### src/rtl/lsu_pkg.sv
// Shared definitions for the load/store unit: RV32I load/store funct3
// encodings, the FSM state type and small address-decode helpers.
package lsu_pkg;

    localparam int WORD_W = 32;

    localparam logic [2:0] F3_B  = 3'b000;
    localparam logic [2:0] F3_H  = 3'b001;
    localparam logic [2:0] F3_W  = 3'b010;
    localparam logic [2:0] F3_BU = 3'b100;
    localparam logic [2:0] F3_HU = 3'b101;

    typedef enum logic [2:0] {
        IDLE    = 3'd0,
        RD_REQ  = 3'd1,
        RD_WAIT = 3'd2,
        WR_REQ  = 3'd3,
        RESP    = 3'd4
    } lsu_state_t;

    // Loads accept B/H/W/BU/HU; stores only B/H/W.
    function automatic logic f3_legal(input logic we, input logic [2:0] f3);
        case (f3)
            F3_B, F3_H, F3_W: return 1'b1;
            F3_BU, F3_HU:     return !we;
            default:          return 1'b0;
        endcase
    endfunction

    // Byte lane after forcing the access to its natural alignment.
    function automatic logic [1:0] natural_lane(input logic [2:0] f3, input logic [1:0] lo);
        case (f3)
            F3_H, F3_HU: return {lo[1], 1'b0};
            F3_W:        return 2'b00;
            default:     return lo;
        endcase
    endfunction

    // True when the low address bits break the access's natural alignment.
    function automatic logic misaligned(input logic [2:0] f3, input logic [1:0] lo);
        case (f3)
            F3_H, F3_HU: return lo[0];
            F3_W:        return lo != 2'b00;
            default:     return 1'b0;
        endcase
    endfunction

endpackage

### src/rtl/load_store_unit_if.sv
// Request/response channel between the pipeline MEM stage (master) and the
// load/store unit (slave). Both directions use a valid/ready handshake.
interface load_store_unit_if #(
    parameter int ADDR_W = 32
);
    logic              req_valid;
    logic              req_ready;
    logic              req_we;
    logic [2:0]        req_funct3;
    logic [ADDR_W-1:0] req_addr;
    logic [31:0]       req_wdata;
    logic              resp_valid;
    logic              resp_ready;
    logic [31:0]       resp_rdata;
    logic              resp_error;

    modport master (
        output req_valid, req_we, req_funct3, req_addr, req_wdata, resp_ready,
        input  req_ready, resp_valid, resp_rdata, resp_error
    );

    modport slave (
        input  req_valid, req_we, req_funct3, req_addr, req_wdata, resp_ready,
        output req_ready, resp_valid, resp_rdata, resp_error
    );
endinterface

### src/rtl/lsu_align.sv
// Combinational lane logic for the load/store unit.
// Load path: pick byte/half/word from a memory word and sign/zero-extend.
// Store path: merge the low byte/half of the store data into the old word
// (the memory has no byte enables, so sub-word stores are read-modify-write).
module lsu_align
    import lsu_pkg::*;
(
    input  logic [WORD_W-1:0] i_word,
    input  logic [WORD_W-1:0] i_wdata,
    input  logic [1:0]        i_lane,
    input  logic [2:0]        i_funct3,
    output logic [WORD_W-1:0] o_load_data,
    output logic [WORD_W-1:0] o_store_word
);

    logic [7:0]  w_byte;
    logic [15:0] w_half;

    assign w_half = i_lane[1] ? i_word[31:16] : i_word[15:0];

    // Extract the addressed lane and extend it to a full word.
    always_comb begin
        // NOTE: every output of a combinational block gets a default first so no latch is inferred.
        w_byte      = i_word[{i_lane, 3'b000} +: 8];
        o_load_data = '0;
        case (i_funct3)
            F3_B:    o_load_data = {{24{w_byte[7]}}, w_byte};
            F3_BU:   o_load_data = {24'd0, w_byte};
            F3_H:    o_load_data = {{16{w_half[15]}}, w_half};
            F3_HU:   o_load_data = {16'd0, w_half};
            F3_W:    o_load_data = i_word;
            default: o_load_data = '0;
        endcase
    end

    // Overlay the store byte/half onto the previously read word.
    always_comb begin
        o_store_word = i_word;
        case (i_funct3)
            F3_B:    o_store_word[{i_lane, 3'b000} +: 8]  = i_wdata[7:0];
            F3_H:    o_store_word[{i_lane[1], 4'b0000} +: 16] = i_wdata[15:0];
            F3_W:    o_store_word = i_wdata;
            default: o_store_word = i_word;
        endcase
    end

endmodule

### src/rtl/load_store_unit.sv
// Load/store unit: initiator on the word-addressed data memory. Accepts one
// load/store request at a time, performs SB/SH as read-modify-write, and
// returns sign/zero-extended load data with an error flag.
// Build option: define LSU_MISALIGN_TRAP_EN to report misaligned half/word
// accesses as errors; otherwise the low address bits are forced to natural
// alignment and the access proceeds.
module load_store_unit
    import lsu_pkg::*;
#(
    parameter int MEM_WORDS = 256,
    parameter int ADDR_W    = 32
) (
    input  logic                clock,
    input  logic                rst,
    load_store_unit_if.slave    bus,
    output logic                mem_read,
    output logic                mem_write,
    output logic [ADDR_W-1:0]   address,
    output logic [WORD_W-1:0]   write_data,
    input  logic [WORD_W-1:0]   read_data
);

    lsu_state_t        r_state;
    lsu_state_t        w_next;

    logic              r_we;
    logic [2:0]        r_funct3;
    logic [1:0]        r_lane;
    logic [WORD_W-1:0] r_wdata;
    logic [WORD_W-1:0] r_rdata;
    logic              r_error;
    logic [ADDR_W-1:0] r_address;
    logic [WORD_W-1:0] r_write_data;

    logic [ADDR_W-1:0] w_word_idx;
    logic              w_oob;
    logic              w_illegal;
    logic              w_misalign;
    logic              w_err;
    logic [1:0]        w_lane;
    logic              w_accept;
    logic [WORD_W-1:0] w_load_data;
    logic [WORD_W-1:0] w_store_word;
    logic              w_req_ready;
    logic              w_resp_valid;
    logic              w_mem_read;
    logic              w_mem_write;

    // Request decode, evaluated while IDLE on the incoming fields.
    assign w_word_idx = {2'b00, bus.req_addr[ADDR_W-1:2]};
    assign w_oob      = w_word_idx >= ADDR_W'(MEM_WORDS);
    assign w_illegal  = !f3_legal(bus.req_we, bus.req_funct3);

`ifdef LSU_MISALIGN_TRAP_EN
    assign w_misalign = misaligned(bus.req_funct3, bus.req_addr[1:0]);
    assign w_lane     = bus.req_addr[1:0];
`else
    assign w_misalign = 1'b0;
    assign w_lane     = natural_lane(bus.req_funct3, bus.req_addr[1:0]);
`endif

    assign w_err    = w_illegal || w_oob || w_misalign;
    assign w_accept = (r_state == IDLE) && bus.req_valid;

    lsu_align u_align (
        .i_word       (read_data),
        .i_wdata      (r_wdata),
        .i_lane       (r_lane),
        .i_funct3     (r_funct3),
        .o_load_data  (w_load_data),
        .o_store_word (w_store_word)
    );

    // State register.
    always_ff @(posedge clock) begin
        // NOTE: sequential state uses non-blocking assignments so all flops update from pre-edge values.
        if (rst) r_state <= IDLE;
        else     r_state <= w_next;
    end

    // Next-state selection and per-state strobes.
    always_comb begin
        w_next       = r_state;
        w_req_ready  = 1'b0;
        w_resp_valid = 1'b0;
        w_mem_read   = 1'b0;
        w_mem_write  = 1'b0;
        case (r_state)
            IDLE: begin
                w_req_ready = 1'b1;
                if (bus.req_valid) begin
                    if (w_err)                                  w_next = RESP;
                    else if (bus.req_we && bus.req_funct3 == F3_W) w_next = WR_REQ;
                    else                                        w_next = RD_REQ;
                end
            end
            RD_REQ: begin
                w_mem_read = 1'b1;
                w_next     = RD_WAIT;
            end
            RD_WAIT: begin
                w_next = r_we ? WR_REQ : RESP;
            end
            WR_REQ: begin
                w_mem_write = 1'b1;
                w_next      = RESP;
            end
            RESP: begin
                w_resp_valid = 1'b1;
                if (bus.resp_ready) w_next = IDLE;
            end
            default: w_next = IDLE;
        endcase
    end

    // Request latch at acceptance, then read-data capture in RD_WAIT.
    always_ff @(posedge clock) begin
        if (rst) begin
            r_we         <= 1'b0;
            r_funct3     <= '0;
            r_lane       <= '0;
            r_wdata      <= '0;
            r_rdata      <= '0;
            r_error      <= 1'b0;
            r_address    <= '0;
            r_write_data <= '0;
        end else begin
            if (w_accept) begin
                r_we     <= bus.req_we;
                r_funct3 <= bus.req_funct3;
                r_lane   <= w_lane;
                r_wdata  <= bus.req_wdata;
                r_rdata  <= '0;
                r_error  <= w_err;
                // Errored requests never touch memory, so the bus keeps its last value.
                if (!w_err) begin
                    r_address <= w_word_idx;
                    if (bus.req_we && bus.req_funct3 == F3_W) r_write_data <= bus.req_wdata;
                end
            end else if (r_state == RD_WAIT) begin
                // read_data is only meaningful here; the memory drives 0 otherwise.
                if (r_we) r_write_data <= w_store_word;
                else      r_rdata      <= w_load_data;
            end
        end
    end

    assign bus.req_ready  = w_req_ready;
    assign bus.resp_valid = w_resp_valid;
    assign bus.resp_rdata = r_rdata;
    assign bus.resp_error = r_error;
    assign mem_read       = w_mem_read;
    assign mem_write      = w_mem_write;
    assign address        = r_address;
    assign write_data     = r_write_data;

endmodule

### src/flat_wrapper.sv
// flat-port wrapper written by rule: the top's interface ports become plain ports
module load_store_unit_flat import lsu_pkg::*;
#(
    parameter int MEM_WORDS = 256,
    parameter int ADDR_W    = 32
)
  (clock, rst, mem_read, mem_write, address, write_data, read_data, bus_req_valid, bus_req_we, bus_req_funct3, bus_req_addr, bus_req_wdata, bus_resp_ready, bus_req_ready, bus_resp_valid, bus_resp_rdata, bus_resp_error);
  load_store_unit_if #(.ADDR_W(ADDR_W)) bus_i ();
  input  logic clock;
  input  logic rst;
  output logic mem_read;
  output logic mem_write;
  output logic [ADDR_W-1:0] address;
  output logic [WORD_W-1:0] write_data;
  input  logic [WORD_W-1:0] read_data;
  input wire logic [$bits(bus_i.req_valid)-1:0] bus_req_valid;
  input wire logic [$bits(bus_i.req_we)-1:0] bus_req_we;
  input wire logic [$bits(bus_i.req_funct3)-1:0] bus_req_funct3;
  input wire logic [$bits(bus_i.req_addr)-1:0] bus_req_addr;
  input wire logic [$bits(bus_i.req_wdata)-1:0] bus_req_wdata;
  input wire logic [$bits(bus_i.resp_ready)-1:0] bus_resp_ready;
  output wire logic [$bits(bus_i.req_ready)-1:0] bus_req_ready;
  output wire logic [$bits(bus_i.resp_valid)-1:0] bus_resp_valid;
  output wire logic [$bits(bus_i.resp_rdata)-1:0] bus_resp_rdata;
  output wire logic [$bits(bus_i.resp_error)-1:0] bus_resp_error;
  assign bus_i.req_valid = bus_req_valid;
  assign bus_i.req_we = bus_req_we;
  assign bus_i.req_funct3 = bus_req_funct3;
  assign bus_i.req_addr = bus_req_addr;
  assign bus_i.req_wdata = bus_req_wdata;
  assign bus_i.resp_ready = bus_resp_ready;
  assign bus_req_ready = bus_i.req_ready;
  assign bus_resp_valid = bus_i.resp_valid;
  assign bus_resp_rdata = bus_i.resp_rdata;
  assign bus_resp_error = bus_i.resp_error;
  load_store_unit #(.MEM_WORDS(MEM_WORDS), .ADDR_W(ADDR_W)) u_core (.clock(clock), .rst(rst), .bus(bus_i), .mem_read(mem_read), .mem_write(mem_write), .address(address), .write_data(write_data), .read_data(read_data));
endmodule
### config.mk
export PLATFORM = sky130hd
export DESIGN_NAME = load_store_unit_flat
export DESIGN_NICKNAME = d
export VERILOG_FILES = /design/src/rtl/lsu_pkg.sv /design/src/rtl/load_store_unit_if.sv /design/src/rtl/lsu_align.sv /design/src/rtl/load_store_unit.sv /design/src/flat_wrapper.sv
export SDC_FILE = /design/constraint.sdc
export NUM_CORES = 1
export LEC_CHECK = 0
export ABC_CLOCK_PERIOD_IN_PS = 5000
export CAP_MARGIN = 30
export CORE_ASPECT_RATIO = 2
export CORE_MARGIN = 8
export CORE_UTILIZATION = 40
export DETAILED_ROUTE_END_ITERATION = 6
export PLACE_DENSITY = 0.76
export SYNTH_ARGS = -nofsm -noshare
export SYNTH_HDL_FRONTEND = slang
export SYNTH_SLANG_ARGS = --single-unit
### constraint.sdc
create_clock -name clock -period 5 [get_ports clock]
set_clock_uncertainty 0.05 [all_clocks]
set_input_delay 0.75 -clock clock [delete_from_list [all_inputs] [get_ports clock]]
set_output_delay 0.75 -clock clock [all_outputs]
set_load 0.02 [all_outputs]
==> impl_metrics.csv <==
group,metric,value,unit
status,status,"finished with violations",
status,failed_checks,"design-rule violations",
clock_network,hold_buffers,0,
timing,fin_crit,3.25,ns
timing,finalSetupViolCount,0,
clock_network,clk_root_buffer_cell,"clkbuf_16",
drt,first_pass_iters,7,
power,p_per_area,316,nW/um2
drt,drc_errors,5,
critical_path,cp-end-kind,"flop",
hold_path,hp-class,"reg2reg",
global_routing,grt_usage,0.221,
clock_network,cts_tree,"done",
power,switching_power,779,uW
die,initial_core_util,0.404,
power,p_sw_frac,0.268,
power,total_power,2.91,mW
yosys,ys_seq_area_frac,0.418,
timing,slew_viol_final,0,
place,dp_cells,1105,
clock_network,cts.path.max_buffers,2,
power,seq_power_share,0.397,
critical_path,path_class,"in2reg",
timing,fin_ws,1.75,ns
clock_network,cts_resized,0,
die,die-width,106,um
clock_network,htreeDepth,4,
layout,stdcell_area,9200,um2
drt,wl,23500,um
place,io_buffers,202,
power,leakagePower,3.19,nW
clock_network,clkSinkCount,136,
layout,drive_gt1_frac,0.0761,
layout,final_common_cell,"clkdlybuf4s50_1",
timing,finalSetupTns,0,ns
place,dp_hpwl,17000,um
clock_network,postCtsSetupBuffers,0,
yosys,synth_seq_cells,136,
global_routing,overflow,0,
layout,diodes,0,
yosys,synth_flop_cell,"dfxtp_1",
critical_path,rr_worst_depth,7,
yosys,synth_compound_area_frac,0.257,
job,max_cap_violations,0,
yosys,yosys_warnings,0,
yosys,yosys.area_share.simple,0.198,
clock_network,clkTransAtPathRegs,0.06,ns
clock_network,cts_buffers,17,
critical_path,cp_max_fo,31,
drt,drtAntennaViolNets,0,
yosys,syn_avg_cell_area,8.65,um2
timing,hold_violations,0,
layout,fin_cells,1137,
yosys,synth_mux_area_frac,0.0676,
die,die_area,20900,um2
yosys,ys_async_sr_fraction,0,
critical_path,crit_arrival,3.56,ns
global_routing,grt_pass1_wl,36500,um
drt,dr_total_vias,6704,
power,clock_power_share,0.445,
power,ir_worst_vdd,0.304,mV
die,fp.coreArea,16100,um2
yosys,synth_top_family_by_area,"compound AO/OA/AOI/OAI gates",
place,placed_area,8590,um2
layout,areaGrowthSynthToFinish,41.2,%
yosys,synthAdderAreaFrac,0.00961,
timing,maxClockFrequency,308,MHz
yosys,synth_cell_types,59,
power,cell_internal_pwr,2.13,mW
hold_path,holdPathStages,2,
critical_path,startpoint_type,"input pin",
die,die_h,196,um
place,routabilityCongestion,0.929,
power,p_comb_frac,0.158,
yosys,synth_area,6510,um2
die,io-pin-count,205,
timing,grt_setup_unrepaired,"false",
die,rows,66,
drt,routed_via_density,5.90,
drt,post_drt_wl_per_cell,20.7,um
global_routing,antenna_found_initial,0,
layout,nNetsFinal,1029,
place,place_ws,1.37,ns
yosys,synth_xor_area_frac,0,
global_routing,grt_max_degree,72,
timing,finalCritPeriodShare,0.650,
yosys,synth-edff-count,0,
critical_path,required,5.31,ns
timing,relSlewSlack,0.309,
drt,first_iter_violations,701,
timing,tightest_slew,1.03,ns
global_routing,grt_pass1_vias,6584,
clock_network,clock_latency,0.43,ns
yosys,syn_inst,753,
layout,final_cell_mix,"201 x clkdlybuf4s50_1, 136 x dfxtp_1, 108 x nand2_1",
-- worst paths after layout --
kind	from	end	slack (ns)
worst max-delay path	bus_req_valid	u_core.bus.resp_rdata[25]	1.75
worst min-delay path	u_core.bus.resp_rdata[5]	u_core.bus.resp_rdata[5]	0.40
worst max register to register	u_core.r_lane[1]	u_core.write_data[20]	1.88
worst min register to register	u_core.bus.resp_rdata[5]	u_core.bus.resp_rdata[5]	0.40
-- cell type report --
class | instances | area (um2)
clock inverter | 10 | 145
inverter | 6 | 22.5
timing repair buffer | 212 | 2090
sequential | 136 | 2720
clock buffer | 22 | 464
fill | 1440 | 6910
multi-input combinational | 547 | 3490
tap | 204 | 255
-- cells in the mapped netlist (3+ instances only) --
cell type / count / area share
a221oi_1: 8 / 0.011
nand2_1: 108 / 0.062
o31ai_1: 11 / 0.013
a222oi_1: 15 / 0.023
o21ai_0: 42 / 0.032
or3_1: 3 / 0.0029
clkbuf_1: 42 / 0.024
ha_1: 5 / 0.0096
nor2b_1: 10 / 0.0096
and2_1: 22 / 0.021
inv_1: 5 / 0.0029
a31oi_1: 8 / 0.0077
buf_6: 4 / 0.0069
o221ai_1: 9 / 0.012
a41oi_1: 8 / 0.011
nand3_1: 8 / 0.0061
a211oi_1: 8 / 0.0092
o2bb2ai_1: 7 / 0.0094
nand4_1: 10 / 0.0096
mux2i_1: 26 / 0.040
buf_4: 3 / 0.0035
nor2_1: 47 / 0.027
a21oi_1: 72 / 0.055
nor3_1: 4 / 0.0031
buf_2: 9 / 0.0069
or2_2: 3 / 0.0029
mux2_2: 13 / 0.022
nand2b_1: 17 / 0.016
nor4_1: 7 / 0.0067
a221o_1: 26 / 0.040
buf_1: 7 / 0.0040
dfxtp_1: 136 / 0.42
a2bb2oi_1: 9 / 0.012
nor3b_1: 4 / 0.0046
o211ai_1: 8 / 0.0092
-- cells by family (layout without fill, tap and decap cells) --
logic type	after synthesis	after routing
other cells	1	2
buf+inv	71	250
fa+ha+maj	5	5
flops	136	136
simple gates	259	259
compound gates	240	240
mux	41	41
-- worst max-delay path: stages --
cell	delay, ns
clkdlybuf4s50_1	0.44
or4b_4	0.44
nand2_1	0.51
or4_4	0.68
a211oi_4	0.52
a221o_1	0.20
-- flip-flops by register name (all words and copies together), names as in the netlist --
signal,flops
u_core.bus.resp_rdata,32
u_core.r_wdata,32
u_core.write_data,32
u_core.address,30
u_core.r_funct3,3
u_core.r_state,3
u_core.r_lane,2
u_core.bus.resp_error,1
u_core.r_we,1
-- per-stage QoR --
step / hold slack, ns / util
2_1_floorplan: 0.386 / -
3_3_place_gp: 0.392 / 0.532
3_5_place_dp: 0.394 / 0.533
4_1_cts: 0.403 / 0.571
5_1_grt: 0.421 / 0.571
6_report: 0.401 / 0.571
-- metal layers --
layer | GRT usage | wire length, um | share of wire | vias up
met5 | 0 | 0 | 0 | -
met4 | 0.0966 | 789 | 0.034 | 0
met3 | 0.0788 | 2940 | 0.13 | 52
met2 | 0.343 | 10500 | 0.45 | 422
met1 | 0.269 | 9230 | 0.39 | 3107
li1 | - | - | - | 3123
-- power groups by stage --
stage | logic [mW] | clock network (mW) | registers, mW
after global routing | 0.493 | 1.36 | 1.16
after CTS | 0.452 | 1.31 | 1.15
after global placement | 0.441 | 0 | 1.17
after detailed placement | 0.449 | 0 | 1.17
final | 0.461 | 1.29 | 1.15
after floorplan | 0.276 | 0 | 1.15
(Power assumes the default switching activity.)
